==> src/rtl/seg7_pkg.sv <==
// seg7_pkg: segment patterns, digit codes and scan FSM states shared by the display encoder and decoder.
package seg7_pkg;
   localparam logic [6:0] SEG_0    = 7'b1111110;
   localparam logic [6:0] SEG_1    = 7'b0110000;
   localparam logic [6:0] SEG_2    = 7'b1101101;
   localparam logic [6:0] SEG_3    = 7'b1111001;
   localparam logic [6:0] SEG_4    = 7'b0110011;
   localparam logic [6:0] SEG_5    = 7'b1011011;
   localparam logic [6:0] SEG_6    = 7'b1011111;
   localparam logic [6:0] SEG_7    = 7'b1110000;
   localparam logic [6:0] SEG_8    = 7'b1111111;
   localparam logic [6:0] SEG_9    = 7'b1111011;
   localparam logic [6:0] SEG_DASH = 7'b0000001;
   localparam logic [3:0] CODE_DASH = 4'hF;
   localparam logic [3:0] CODE_BAD  = 4'hE;

   typedef enum logic [1:0] {IDLE, SETTLE, HOLD} state_t;

   // Index of the highest set select bit; meaningful only for one-hot selects.
   function automatic logic [1:0] sel_index(input logic [3:0] sel);
      return sel[3] ? 2'd3 : sel[2] ? 2'd2 : sel[1] ? 2'd1 : 2'd0;
   endfunction
endpackage

==> src/rtl/seg7_to_code.sv <==
// seg7_to_code: maps an active-high a..g segment pattern back to its 4-bit digit code.
module seg7_to_code
   import seg7_pkg::*;
(
   input  logic [6:0] pattern,
   output logic [3:0] code,
   output logic       bad
);
   always_comb begin
      bad = 1'b0;
      case (pattern)
         SEG_0:    code = 4'd0;
         SEG_1:    code = 4'd1;
         SEG_2:    code = 4'd2;
         SEG_3:    code = 4'd3;
         SEG_4:    code = 4'd4;
         SEG_5:    code = 4'd5;
         SEG_6:    code = 4'd6;
         SEG_7:    code = 4'd7;
         SEG_8:    code = 4'd8;
         SEG_9:    code = 4'd9;
         SEG_DASH: code = CODE_DASH;
         default: begin
            code = CODE_BAD;
            bad  = 1'b1;
         end
      endcase
   end
endmodule

==> src/rtl/seg_scan_decoder.sv <==
// seg_scan_decoder: recovers four digit codes from a multiplexed 7-segment scan and publishes them per frame.
module seg_scan_decoder
   import seg7_pkg::*;
#(
   parameter int SETTLE_CYCLES  = 4,
   parameter int TIMEOUT_CYCLES = 16000,
   parameter int CNT_W          = 16
) (
   input  logic       clk_i,
   input  logic       rst_ni,
   input  logic [6:0] segments_i,
   input  logic [3:0] displays_i,
   output logic [3:0] sign0_o,
   output logic [3:0] sign1_o,
   output logic [3:0] sign2_o,
   output logic [3:0] sign3_o,
   output logic       frame_valid_o,
   output logic       seg_err_o,
   output logic       sel_err_o,
   output logic       stalled_o
);
   logic [6:0] seg_q, seg_p;
   logic [3:0] sel_q, sel_p;
   state_t state, state_nx;
   logic [CNT_W-1:0] cnt, cnt_nx, tout;
   logic [3:0] code, mask, mask_nx;
   logic [3:0] shadow [4];
   logic [3:0] sign [4];
   logic [1:0] idx;
   logic bad, changed, cap, cap_ok, cap_multi, complete;

   seg7_to_code u_dec (.pattern(seg_q), .code(code), .bad(bad));

   assign changed   = (sel_q != sel_p) || (seg_q != seg_p);
   assign idx       = sel_index(sel_q);
   assign cap_ok    = cap && $onehot(sel_q);
   assign cap_multi = cap && !$onehot(sel_q);
   assign mask_nx   = mask | sel_q;
   assign complete  = cap_ok && (mask_nx == 4'hF);
   assign stalled_o = tout == CNT_W'(TIMEOUT_CYCLES);
   assign sign0_o   = sign[0];
   assign sign1_o   = sign[1];
   assign sign2_o   = sign[2];
   assign sign3_o   = sign[3];

   always_comb begin
      state_nx = state;
      cnt_nx   = cnt;
      cap      = 1'b0;
      case (state)
         IDLE: if (sel_q != 4'h0) begin
            state_nx = SETTLE;
            cnt_nx   = CNT_W'(1);
         end
         SETTLE: if (changed) begin
            state_nx = (sel_q == 4'h0) ? IDLE : SETTLE;
            cnt_nx   = CNT_W'(1);
         end else if (cnt == CNT_W'(SETTLE_CYCLES)) begin
            state_nx = HOLD;
            cap      = 1'b1;
         end else begin
            cnt_nx = cnt + 1'b1;
         end
         HOLD: if (changed) begin
            state_nx = (sel_q == 4'h0) ? IDLE : SETTLE;
            cnt_nx   = CNT_W'(1);
         end
         default: state_nx = IDLE;
      endcase
   end

   always_ff @(posedge clk_i or negedge rst_ni) begin
      if (!rst_ni) begin
         seg_q         <= '0;
         seg_p         <= '0;
         sel_q         <= '0;
         sel_p         <= '0;
         state         <= IDLE;
         cnt           <= '0;
         tout          <= '0;
         mask          <= '0;
         frame_valid_o <= 1'b0;
         seg_err_o     <= 1'b0;
         sel_err_o     <= 1'b0;
         for (int i = 0; i < 4; i++) begin
            shadow[i] <= '0;
            sign[i]   <= '0;
         end
      end else begin
         seg_q         <= segments_i;
         sel_q         <= displays_i;
         seg_p         <= seg_q;
         sel_p         <= sel_q;
         state         <= state_nx;
         cnt           <= cnt_nx;
         frame_valid_o <= complete;
         seg_err_o     <= cap_ok && bad;
         sel_err_o     <= cap_multi;
         tout          <= cap_ok ? '0 : stalled_o ? tout : tout + 1'b1;
         if (cap_ok) begin
            shadow[idx] <= code;
            mask        <= complete ? 4'h0 : mask_nx;
         end
         // The digit captured this cycle bypasses shadow so the frame publishes atomically.
         if (complete)
            for (int i = 0; i < 4; i++)
               sign[i] <= (2'(i) == idx) ? code : shadow[i];
      end
   end
endmodule

==> config.mk <==
export PLATFORM = sky130hd
export DESIGN_NAME = seg_scan_decoder
export DESIGN_NICKNAME = d
export VERILOG_FILES = /design/src/rtl/seg7_pkg.sv /design/src/rtl/seg7_to_code.sv /design/src/rtl/seg_scan_decoder.sv
export SDC_FILE = /design/constraint.sdc
export NUM_CORES = 1
export LEC_CHECK = 0
export ABC_AREA = 1
export CORE_MARGIN = 10
export CORE_UTILIZATION = 30
export CTS_CLUSTER_SIZE = 10
export DETAILED_ROUTE_END_ITERATION = 8
export PLACE_DENSITY_LB_ADDON = 0.12
export SKIP_LAST_GASP = 1
export SLEW_MARGIN = 20
export SYNTH_ARGS = -nofsm -noshare
export SYNTH_HDL_FRONTEND = slang
export SYNTH_SLANG_ARGS = --single-unit
export TNS_END_PERCENT = 50
==> constraint.sdc <==
create_clock -name clk_i -period 3.5 [get_ports clk_i]
set_clock_uncertainty 0.2 [all_clocks]
set_input_delay 0.875 -clock clk_i [delete_from_list [all_inputs] [get_ports clk_i]]
set_output_delay 0.875 -clock clk_i [all_outputs]
set_load 0.01 [all_outputs]
== Word-level counts from Yosys, hierarchy flattened ==
Index checks and enable logic that the tools add are counted.

* Register bits: 95
* Input bits: 13
* Output and inout bits: 20
* Word-level logic and storage cells: 99

* Add/subtract/negate cells: 5
* Magnitude comparators: 2
* Equality and inequality tests: 27
* Multiplexer cells: 29
* Bitwise operators: 2
* Reductions and logical operators: 15

{| class="wikitable"
|+ Operators by type and width
! kind !! count
|-
| two-way mux 16 bit || 6
|-
| equality test 7 bit, second input constant || 8
|-
| case mux 16 bit (3 select lines) || 1
|-
| case mux 4 bit (11 select lines) || 1
|-
| adder 16 x 1 -> 16 bit, second input constant || 2
|-
| two-way mux 4 bit || 6
|-
| bitwise mux 16 bit || 1
|-
| equality test 16 x 14 -> 1 bit, second input constant || 1
|-
| equality test 16 x 3 -> 1 bit, second input constant || 1
|-
| equality test 7 x 6 -> 1 bit, second input constant || 2
|-
| two-way mux 2 bit || 6
|-
| OR reduction 11 bit || 1
|-
| demux 4 bit (select 2 bit) || 1
|-
| equality test 7 x 1 -> 1 bit, second input constant || 1
|-
| != test 7 bit || 1
|-
| two-way mux 1 bit || 6
|-
| != test 2 bit, second input constant || 3
|-
| != test 3 bit, second input constant || 2
|-
| case mux 2 bit (3 select lines) || 1
|-
| logical AND 1 bit || 5
|-
| adder 1 x 1 -> 2 bit || 2
|-
| equality test 2 bit, first input constant || 2
|-
| equality test 4 bit, second input constant || 1
|-
| logical NOT 2 bit || 2
|-
| 17 further kinds || 17
|}

== Logic depth before layout (Yosys ltp) ==
Gate-level depths: netlist of run 1.

* Depth in word-level cells: 9
* Depth in mapped cells: 13
* Gate-level depth less buffers: 12

== Modules after synthesis ==
A second synthesis of run 1 with hierarchy kept.

* Cells, all modules: 655
* Area, all modules: 5047.3 µm²

{| class="wikitable"
|+ By module, submodules not included
! module !! times used !! cells each !! area an instance (µm²) !! seq. area each (µm²)
|-
| seg_scan_decoder || 1 || 593 || 4789.6 || 2377.3
|-
| seg7_to_code || 1 || 62 || 257.7 || 0.0
|}

== Least setup slack after synthesis of run 1 ==
Ideal clock, no wire load.

* Path type: register to register
* Start point: reg sel_q[3]
* End point: reg shadow[8] in the netlist's numbering
* Library setup time: 0.119 ns
* Arrival: 2.591 ns
* Required time: 3.181 ns
* Path slack: 0.591 ns
* Stages on the path, launching flop included: 14
* Path buffers: 2
* Period minus slack after synthesis: 2.909 ns
* Cell sequence: dfrtp_1 > buf_6 > inv_1 > fa_1 > inv_1 > ha_1 > ha_1 > nor3_1 > inv_1 > nor2_2 > buf_4 > nand2_2 > nand2_1 > nand2_1

* Longest elaborated chain between the ends: 7
* Elaborated cells between the ends (all ways): 16
* Classes of those cells: 2 x add/sub; 2 x order compare; 2 x eq/ne; 6 x mux; 1 x bitwise; 3 x reduce/logical

{| class="wikitable"
|+ Ends and longest elaborated chain
! what !! RTL line !! RTL
|-
| from (decl) || seg_scan_decoder.sv:23 || <nowiki>logic [3:0] sel_q, sel_p;</nowiki>
|-
| from (signal assigned) || seg_scan_decoder.sv:91 || <nowiki>sel_q <= displays_i;</nowiki>
|-
| two-way mux 2 bit || seg7_pkg.sv:21 || <nowiki>return sel[3] ? 2'd3 : sel[2] ? 2'd2 : sel[1] ? 2'd1 : 2'd0;</nowiki>
|-
| inverter 2 -> 3 bit (not written as such) || seg_scan_decoder.sv:101 || <nowiki>shadow[idx] <= code;</nowiki>
|-
| greater-or-equal comparator 3 bit (not written as such) / less-than comparator 3 x 1 -> 1 bit (equally long branches) || seg_scan_decoder.sv:101 ||
|-
| logical AND 1 bit (not written as such) || seg_scan_decoder.sv:101 ||
|-
| two-way mux 4 bit (not written as such) || seg_scan_decoder.sv:101 ||
|-
| demux 4 bit (select 2 bit) || seg_scan_decoder.sv:101 ||
|-
| bitwise mux 16 bit || seg_scan_decoder.sv:101 ||
|-
| to (signal, indexed assignment) || seg_scan_decoder.sv:101 ||
|-
| to (decl) || seg_scan_decoder.sv:27 || <nowiki>logic [3:0] shadow [4];</nowiki>
|}

Several ways; a longest one is shown, not always the timed one.
A chain may end at the register's enable or synchronous reset.

== Worst setup path in the final report of run 1 ==
* Start point: reg tout[0]
* End point: out stalled_o

* Longest elaborated chain between the ends: 1

{| class="wikitable"
|+ Ends and longest elaborated chain
! what !! RTL line !! RTL
|-
| from (decl) || seg_scan_decoder.sv:25 || <nowiki>logic [CNT_W-1:0] cnt, cnt_nx, tout;</nowiki>
|-
| from (signal assigned) || seg_scan_decoder.sv:99 || <nowiki>tout <= cap_ok ? '0 : stalled_o ? tout : tout + 1'b1;</nowiki>
|-
| equality test 16 x 14 -> 1 bit || seg_scan_decoder.sv:40 || <nowiki>assign stalled_o = tout == CNT_W'(TIMEOUT_CYCLES);</nowiki>
|-
| to (decl) || seg_scan_decoder.sv:20 || <nowiki>output logic stalled_o</nowiki>
|}

Every way passes these cells.

==> impl_metrics.csv, run 1 <==
group,metric,value,unit
synthesis,syn_area_per_cell,7.498,µm²
synthesis,netlist.top_cell.by_area,"dfrtp_1",
clock_tree,cts-root-buf,"clkbuf_16",
place,dp_hpwl,8908,µm
synthesis,synthAdderAreaFrac,2.117,%
place,post-place-ws,0.4973,ns
job,maxCapViolCount,0,
pwr,irDropWorstVdd,0.0002435,V
min_path,holdCritPathClass,"reg2reg",
finish,areaGrowthSynthToFinish,17.52,%
floorplan,start_util,30.65,%
drt,drcViolationCount,0,
synthesis,synth-compound-area-share,3.840,%
status,outcome,"completed",
drt,dr.pass1.iters,4,
synthesis,synth_most_common_cell,"nand2_1",
sta,finalCriticalPeriod,3.147,ns
synthesis,synth_area,5084,µm²
floorplan,fp.dieW,150.2,µm
grt,overflow,0,
setup_path,crit_path_end_kind,"output port",
synthesis,synthArstFlopShare,100.0,%
clock_tree,htree_levels,3,
synthesis,yosys.area_share.simple,37.66,%
setup_path,path_common_cell,"inv_1",
setup_path,r2r_cells,11,
synthesis,ys_warn_count,0,
clock_tree,cts-buffers-inserted,9,
setup_path,critPathRequiredTime,2.42,ns
synthesis,synth.area.top_cells,"dfrtp_1 47%, nand2_1 20%, nor2_1 6.1%, inv_1 4.3%, nand3_1 3.0%",
drt,vias,4288,
synthesis,synth_nets,699,
clock_tree,cts_tree,"yes",
min_path,hold_start,"seg_q[2]$_DFF_PN0_",
drt,ant_nets,0,
clock_tree,cts_setup_buffers,0,
setup_path,startpoint_type,"flop",
sta,slew_headroom,62.82,%
synthesis,synth-edff-count,0,
min_path,holdPathEnd,"seg_p[2]$_DFF_PN0_",
synthesis,synth_top_family_by_area,"simple AND/OR/NAND/NOR gates",
clock_tree,cts_num_sinks,95,
floorplan,core,16580,µm²
sta,setup_slack,0.3532,ns
pwr,pwr_density_cell,376.1,nW/µm²
setup_path,critPathSlowestCell,"clkdlybuf4s50_1",
grt,grt_pass1_vias,4227,
floorplan,die_h,150.2,µm
setup_path,slowest_delay,0.53,ns
synthesis,netlist_instances,678,
sta,finalHoldViolations,0,
drt,viasPerCell,4.542,
sta,max_clock_freq,317.8,MHz
clock_tree,cts_resized,0,
setup_path,worst_r2r_endpoint,"sign2_o[1]$_DFFE_PN0P_",
setup_path,crit_type,"reg2out",
clock_tree,cts.path.max_buffers,2,
grt,grt_max_degree,41,
setup_path,path_cells,"inv_1 > ha_1 > inv_1 > nor4_1 > nand2_1 > inv_1 > clkdlybuf4s50_1",
sta,finalCritPeriodShare,89.91,%
pwr,p_leak,3.188,nW
sta,grt_setup_unrepaired,"no",
clock_tree,clk_pin_slew_worst_paths,0.07,ns
sta,finalSetupViolCount,0,
sta,fin_tns_setup,0,ns
grt,grt_usage,11.75,%
setup_path,rrSetupSlack,0.51,ns
setup_path,crit_fanout,4,
place,port_buffers,32,
grt,grt_pass1_wl,21180,µm
floorplan,rows,47,
synthesis,synthMuxAreaShare,0,%
synthesis,seq_area_frac_synth,46.76,%
drt,first_iter_violations,261,
setup_path,worst-path-buf-inv,4,
sta,tightest_slew,0.5560,ns
drt,wl_per_cell,13.05,µm
drt,wl,12320,µm
setup_path,cp_data_arrival_time,2.07,ns
floorplan,ioPinCount,33,
finish,finalNetCount,740,
clock_tree,ctsHoldBuffers,0,
place,gp_congestion,0.8385,
min_path,hold_depth,0,
sta,drv_slew,0,
synthesis,netlist_top_cells_count,"277 x nand2_1, 95 x dfrtp_1, 82 x nor2_1",
pwr,finalPower,2.247,mW
grt,antenna_found_initial,0,
synthesis,synthDistinctLibCells,31,
synthesis,synth_xor_area_share,3.446,%
setup_path,r2r_start,"sel_q[0]$_DFF_PN0_",
synthesis,ys.flop_type,"dfrtp_1",
setup_path,cp_top_family,"buffers and inverters",
synthesis,synth_seq_cells,95,
finish,n_antenna_cell,0,
finish,layout-drive-gt1-share,6.492,%
floorplan,dieArea,22550,µm²
clock_tree,insertion_delay,0.36,ns
synthesis,synth_top_area_share,46.76,%
logic make-up after synthesis:
family                     Yosys count
adders and majority gates            8
and+or+nand+nor                    450
AOI/OAI and AO/OA                   30
DFF                                 95
xor gates and xnor gates            20
buffers and inverters               75
power breakdown:
group / internal [mW] / switching [mW] / total [mW]
Clock: 0.545 / 0.445 / 0.990
Sequential: 1.11 / 0.0154 / 1.13
Combinational: 0.0458 / 0.0856 / 0.131
stage by stage:
stage | cell area [µm²] | hold WS [ns] | std cells | util, %
after floorplan | 5084 | 0.1487 | 678 | -
final | 5974 | 0.2727 | 944 | 36.03
after CTS | 5974 | 0.2801 | 944 | 36.03
after global routing | 5974 | 0.3017 | 944 | 36.03
after global placement | 5679 | 0.2242 | 928 | 34.25
after detailed placement | 5679 | 0.2647 | 928 | 34.25
cell type report:
class,count,area [µm²]
fill,1792,10610
multi-input combinational,508,2392
sequential,95,2377
timing repair buffer,40,390.4
tap,220,275.3
clock buffer,13,270.3
inverter,65,244.0
clock inverter,3,25.02
worst register-to-register path, stage by stage, from the launching register on:
cell     delay (ns)
dfrtp_1        0.42
inv_1          0.13
fa_1           0.54
inv_1          0.04
ha_1           0.17
ha_1           0.27
nor3_1         0.25
inv_1          0.10
nor2_2         0.28
nand2_2        0.29
nand2_1        0.15
nand2_1        0.06
registers in the layout (all words and copies together), names as in the netlist, 7 cells and up:
| name | cells |
|---|---|
| seg_p | 7 |
| cnt | 16 |
| tout | 16 |
| seg_q | 7 |
| shadow | 16 |
layout by cell type, fill, tap and decap left out, drive strengths merged, types with 8 or more instances in the layout:
| cell | count |
|---|---|
| buf | 9 |
| nor2 | 88 |
| nor3 | 15 |
| nand2 | 283 |
| xor2 | 12 |
| dfrtp | 95 |
| nand4 | 19 |
| xnor2 | 8 |
| o21bai | 17 |
| clkbuf | 13 |
| inv | 66 |
| o21ai | 11 |
| clkdlybuf4s50 | 31 |
| nand3 | 30 |
worst max path at each step:
stage | startpoint | endpoint | slack (ns) | cells after the start
floorplan | sel_q[3]$_DFF_PN0_ | shadow[8]$_DFFE_PN0P_ | 0.59 | 13
global placement | sel_q[0]$_DFF_PN0_ | sign1_o[3]$_DFFE_PN0P_ | 0.56 | 11
detailed placement | sel_q[0]$_DFF_PN0_ | sign3_o[3]$_DFFE_PN0P_ | 0.50 | 11
CTS | tout[0]$_DFFE_PN0P_ | stalled_o | 0.32 | 7
global route | sel_q[0]$_DFF_PN0_ | sign2_o[1]$_DFFE_PN0P_ | 0.23 | 11
finish | tout[0]$_DFFE_PN0P_ | stalled_o | 0.35 | 7
routing by layer:
metal	wire length, µm	GRT usage, %	vias to the layer above
met5	0	0	-
met4	149	3.353	0
met3	526	3.361	11
met2	5714	18.67	67
met1	5925	15.24	2002
li1	-	-	2208
(Power assumes the default switching activity.)
==> run 2, diff against run 1 <==
--- a/config.mk
+++ b/config.mk
@@ -7,10 +7,11 @@
 export LEC_CHECK = 0
 export ABC_AREA = 1
 export CORE_MARGIN = 10
-export CORE_UTILIZATION = 30
+export CORE_UTILIZATION = 40
 export CTS_CLUSTER_SIZE = 10
 export DETAILED_ROUTE_END_ITERATION = 8
 export PLACE_DENSITY_LB_ADDON = 0.12
+export SETUP_SLACK_MARGIN = 0.5
 export SKIP_LAST_GASP = 1
 export SLEW_MARGIN = 20
 export SYNTH_ARGS = -nofsm -noshare
==> impl_metrics.csv, run 2 (synthesis results as in run 1) <==
group,metric,value,unit
status,outcome,"completed",
setup_path,slowest_delay,0.40,ns
setup_path,crit_path_end_kind,"output port",
finish,n_antenna_cell,0,
clock_tree,cts.path.max_buffers,2,
clock_tree,insertion_delay,0.36,ns
floorplan,ioPinCount,33,
place,gp_congestion,0.8256,
setup_path,crit_fanout,4,
place,dp_hpwl,8554,µm
setup_path,critPathRequiredTime,2.42,ns
floorplan,core,12520,µm²
finish,layout.cells.non_filler,897,
sta,max_clock_freq,348.8,MHz
finish,layout-drive-gt1-share,7.448,%
finish,num-fill-cells,1243,
min_path,holdCritPathClass,"reg2reg",
sta,finalCriticalPeriod,2.867,ns
clock_tree,cts-buffers-inserted,9,
finish,areaGrowthSynthToFinish,17.20,%
clock_tree,cts_num_sinks,95,
pwr,irDropWorstVdd,0.0004264,V
finish,final_common_cell,"nand2_1",
grt,grt_pass1_wl,21000,µm
sta,finalCritPeriodShare,81.92,%
clock_tree,clk_pin_slew_worst_paths,0.07,ns
drt,drcViolationCount,0,
clock_tree,htree_levels,3,
grt,antenna_found_initial,0,
setup_path,worst_r2r_endpoint,"sign1_o[0]$_DFFE_PN0P_",
pwr,pwr_density_cell,382.9,nW/µm²
drt,first_iter_violations,453,
drt,ant_nets,0,
pwr,p_leak,3.214,nW
clock_tree,cts-root-buf,"clkbuf_16",
setup_path,rrSetupSlack,0.68,ns
setup_path,startpoint_type,"flop",
drt,wl,12130,µm
setup_path,crit_end,"stalled_o",
setup_path,r2r_cells,11,
floorplan,die_h,132.7,µm
setup_path,r2r_start,"sel_q[0]$_DFF_PN0_",
place,port_buffers,32,
setup_path,cp_data_arrival_time,1.79,ns
sta,whs,0.2531,ns
sta,fin_tns_setup,0,ns
drt,dr.pass1.iters,7,
clock_tree,cts_tree,"yes",
sta,finalSetupViolCount,0,
place,dp_cells,878,
setup_path,crit_path_start,"tout[0]$_DFFE_PN0P_",
floorplan,start_util,40.61,%
floorplan,rows,41,
drt,vias,4356,
floorplan,fp.dieW,132.7,µm
job,maxCapViolCount,0,
drt,wl_per_cell,13.53,µm
sta,finalHoldViolations,0,
setup_path,critPathSlowestCell,"dfrtp_1",
grt,grt_max_degree,61,
grt,overflow,0,
finish,layout_common_cells,"276 x nand2_1, 94 x dfrtp_1, 81 x nor2_1",
sta,grt_setup_unrepaired,"yes",
finish,top_regs,"cnt (16), shadow (16), tout (16)",
floorplan,dieArea,17620,µm²
grt,grt_usage,14.38,%
finish,finalNetCount,741,
sta,tightest_slew,0.6849,ns
sta,slew_headroom,53.92,%
drt,viasPerCell,4.856,
sta,drv_slew,0,
setup_path,crit_type,"reg2out",
grt,grt_pass1_vias,4457,
setup_path,path_cells,"inv_1 > ha_1 > inv_1 > nor4_2 > nand2_2 > inv_1 > dlygate4sd2_1",
setup_path,path_common_cell,"inv_1",
==> run 2: routing by layer <==
| metal | share of wire (%) | global-route usage (%) | vias to the layer above |
|---|---|---|---|
| li1 | - | - | 2208 |
| met1 | 45 | 17.00 | 2059 |
| met2 | 49 | 24.47 | 73 |
| met3 | 3.9 | 3.747 | 16 |
| met4 | 1.5 | 5.440 | 0 |
| met5 | 0 | 0 | - |
==> run 2: layout make-up <==
type	count	area, µm²	area share, %
Clock inverter	7	76.32	1.281
Multi-Input combinational cell	509	2430	40.78
Sequential cell	95	2379	39.92
Inverter	65	244.0	4.095
Clock buffer	9	225.2	3.780
Tap cell	172	215.2	3.612
Timing Repair Buffer	40	389.1	6.531
==> run 2: how the worst min path moves through the flow <==
stage               depth (start not counted)               start  slack (ns)                  to
floorplan                                   0  seg_q[6]$_DFF_PN0_        0.15  seg_p[6]$_DFF_PN0_
global placement                            0  sel_q[0]$_DFF_PN0_        0.22  sel_p[0]$_DFF_PN0_
detailed placement                          0  sel_q[0]$_DFF_PN0_        0.25  sel_p[0]$_DFF_PN0_
CTS                                         0  sel_q[0]$_DFF_PN0_        0.26  sel_p[0]$_DFF_PN0_
global route                                0  sel_q[1]$_DFF_PN0_        0.26  sel_p[1]$_DFF_PN0_
finish                                      0  sel_q[1]$_DFF_PN0_        0.25  sel_p[1]$_DFF_PN0_
==> run 2: where the power goes <==
group,switching [mW],leakage (nW),internal [mW]
logic,0.0890,1.81,0.0469
clock network,0.458,0.148,0.562
registers,0.0152,1.25,1.11
==> run 2: critical path: cells and delay by family, from the launching register on <==
| kind | cells | cell delay [ns] |
|---|---|---|
| buffers and inverters | 4 | 0.48 |
| adder cells (fa/ha/maj) | 1 | 0.15 |
| flip-flops | 1 | 0.40 |
| AND/OR/NAND/NOR | 2 | 0.39 |
==> run 2: what timing repair did <==
item	CTS	global route
endpoints found under the setup margin	13	50
pin swaps	1	3
gates cloned	0	1
setup buffers	0	2
gates resized for setup	3	5
hold buffers	0	0
==> run 2: per-stage QoR <==
step	setup slack (ns)	area, µm²	total power [mW]	util [%]
after CTS	0.4828	5916	2.308	47.26
final	0.6328	5958	2.281	47.60
after floorplan	0.5905	5084	1.215	-
after global routing	0.4953	5958	2.375	47.60
after detailed placement	0.4803	5604	1.281	44.77
after global placement	0.5501	5604	1.278	44.77
==> run 3, diff against run 2 <==
==> constraint.sdc (replaced) <==
create_clock -name clk_i -period 2.6 [get_ports clk_i]
set_clock_uncertainty 0.2 [all_clocks]
set_input_delay 0.65 -clock clk_i [delete_from_list [all_inputs] [get_ports clk_i]]
set_output_delay 0.65 -clock clk_i [all_outputs]
set_load 0.01 [all_outputs]
==> impl_metrics.csv, run 3 (synthesis results as in run 1) <==
group,metric,value,unit
setup_path,crit_path_end_kind,"flop",
drt,wl_per_cell,13.28,µm
sta,finalCritPeriodShare,98.73,%
place,dp_hpwl,8556,µm
drt,wirelength_met1,5672,µm
place,post_dp_cell_area,5781,µm²
job,maxCapViolCount,0,
floorplan,die_h,132.7,µm
finish,stdcell_area,6324,µm²
grt,grt_usage,14.28,%
drt,drcViolationCount,0,
clock_tree,clk_pin_slew_worst_paths,0.06,ns
pwr,finalPower,2.945,mW
grt,antenna_found_initial,0,
clock_tree,htree_levels,3,
sta,drv_slew,0,
sta,tightest_slew,0.5333,ns
sta,fin_tns_setup,0,ns
floorplan,ioPinCount,33,
drt,first_iter_violations,315,
finish,finalNetCount,768,
sta,setup_slack,0.03299,ns
grt,overflow,0,
pwr,p_int,2.248,mW
sta,finalHoldViolations,0,
setup_path,startpoint_type,"flop",
setup_path,critPathRequiredTime,2.63,ns
pwr,p_leak,3.367,nW
clock_tree,cts-root-buf,"clkbuf_16",
finish,layout-drive-gt1-share,14.11,%
status,outcome,"completed",
setup_path,crit_type,"reg2reg",
sta,max_clock_freq,389.6,MHz
finish,layout_common_cells,"264 x nand2_1, 95 x dfrtp_1, 73 x nor2_1",
setup_path,crit_fanout,5,
pwr,netSwitchingFraction,23.67,%
floorplan,core,12520,µm²
drt,wl,12250,µm
sta,finalCriticalPeriod,2.567,ns
floorplan,fp.dieW,132.7,µm
drt,wl_met2,6037,µm
clock_tree,insertion_delay,0.35,ns
setup_path,r2r_cells,12,
finish,top_regs,"cnt (16), shadow (16), tout (16)",
clock_tree,cts-buffers-inserted,9,
clock_tree,cts_tree,"yes",
pwr,power_switching,697.2,µW
place,post-place-ws,0.03905,ns
floorplan,dieArea,17620,µm²
grt,grt_max_degree,96,
place,gp_congestion,0.8802,
min_path,holdCritPathClass,"in2async",
finish,num-fill-cells,1258,
floorplan,rows,41,
drt,dr.pass1.iters,4,
clock_tree,ctsHoldBuffers,0,
drt,vias,4419,
drt,dr.max_layer_used,"met4",
clock_tree,cts_num_sinks,95,
setup_path,cp_data_arrival_time,2.60,ns
sta,grt_setup_unrepaired,"yes",
pwr,irDropWorstVdd,0.0002414,V
grt,grt_pass1_vias,4370,
drt,ant_nets,0,
pwr,combPwrFrac,7.3,%
finish,final_common_cell,"nand2_1",
pwr,pwr-share-seq,51.5,%
finish,areaGrowthSynthToFinish,24.39,%
pwr,clkPwrFrac,41.2,%
sta,slew_headroom,64.12,%
drt,viasPerCell,4.788,
grt,grt_pass1_wl,20780,µm
clock_tree,cts.path.max_buffers,2,
place,port_buffers,32,
floorplan,start_util,40.61,%
finish,n_antenna_cell,0,
sta,finalSetupViolCount,0,
pwr,pwr_density_cell,465.8,nW/µm²
drt,routed-wl-met3,319,µm
[run 3: cell count changes in the layout (fill, tap and decap cells not counted), sizes merged]
cell | before | now
buf | 9 | 37
bufinv | 1 | 0
clkbuf | 9 | 14
clkinv | 2 | 1
clkinvlp | 1 | 0
dlygate4sd2 | 1 | 0
inv | 68 | 65
[run 3: stage by stage]
stage	utilization, %	cells	hold WS [ns]
floorplan	-	678	0.1487
global placement	46.18	893	0.2486
detailed placement	46.18	893	0.2548
CTS	49.43	916	0.1759
global route	50.52	923	0.1959
finish	50.52	923	0.1605
[run 3: worst paths after layout]
path / to / slack [ns] / from
max in group asynchronous: cnt[9]$_DFFE_PN0P_ / 1.66 / rst_ni
max reg2reg: tout[10]$_DFFE_PN0P_ / 0.03 / sel_q[0]$_DFF_PN0_
min in group clk_i: shadow[4]$_DFFE_PN0P_ / 0.27 / shadow[4]$_DFFE_PN0P_
min reg2reg: shadow[4]$_DFFE_PN0P_ / 0.27 / shadow[4]$_DFFE_PN0P_
max: tout[10]$_DFFE_PN0P_ / 0.03 / sel_q[0]$_DFF_PN0_
min: tout[9]$_DFFE_PN0P_ / 0.16 / rst_ni
[run 3: layout make-up]
class,count,area [µm²],area share (%)
clock buffer,14,254.0,4.017
clock inverter,1,5.005,0.07915
inverter,65,246.5,3.898
multi-input combinational,509,2561,40.50
sequential,95,2377,37.59
tap,172,215.2,3.403
timing repair buffer,67,664.4,10.51
[run 3: worst max-delay path, cell delays in order, from the launching register on]
cell	delay [ns]
dfrtp_1	0.35
inv_2	0.05
fa_1	0.55
inv_2	0.05
ha_4	0.15
ha_4	0.22
nor3_4	0.21
inv_2	0.08
nor2_4	0.17
buf_12	0.15
buf_4	0.13
buf_16	0.10
nor3b_1	0.04
[run 3: power groups by stage]
stage | combinational (mW) | sequential (mW) | clock, mW
after detailed placement | 0.207 | 1.54 | 0
after floorplan | 0.117 | 1.54 | 0
after CTS | 0.216 | 1.52 | 1.25
final | 0.215 | 1.52 | 1.21
after global placement | 0.203 | 1.54 | 0
after global routing | 0.241 | 1.52 | 1.31
[run 3: layer usage]
layer / track usage, % / vias up
li1: - / 2264
met5: 0 / -
met2: 24.14 / 48
met1: 17.56 / 2088
met3: 2.574 / 19
met4: 5.807 / 0
[run 3: what timing repair did]
item                                    in CTS  in global routing
pin swaps                                    7                 17
cloned                                       3                  0
endpoints found under the setup margin      80                 90
setup buffers                                5                  7
resized for setup                           12                 27
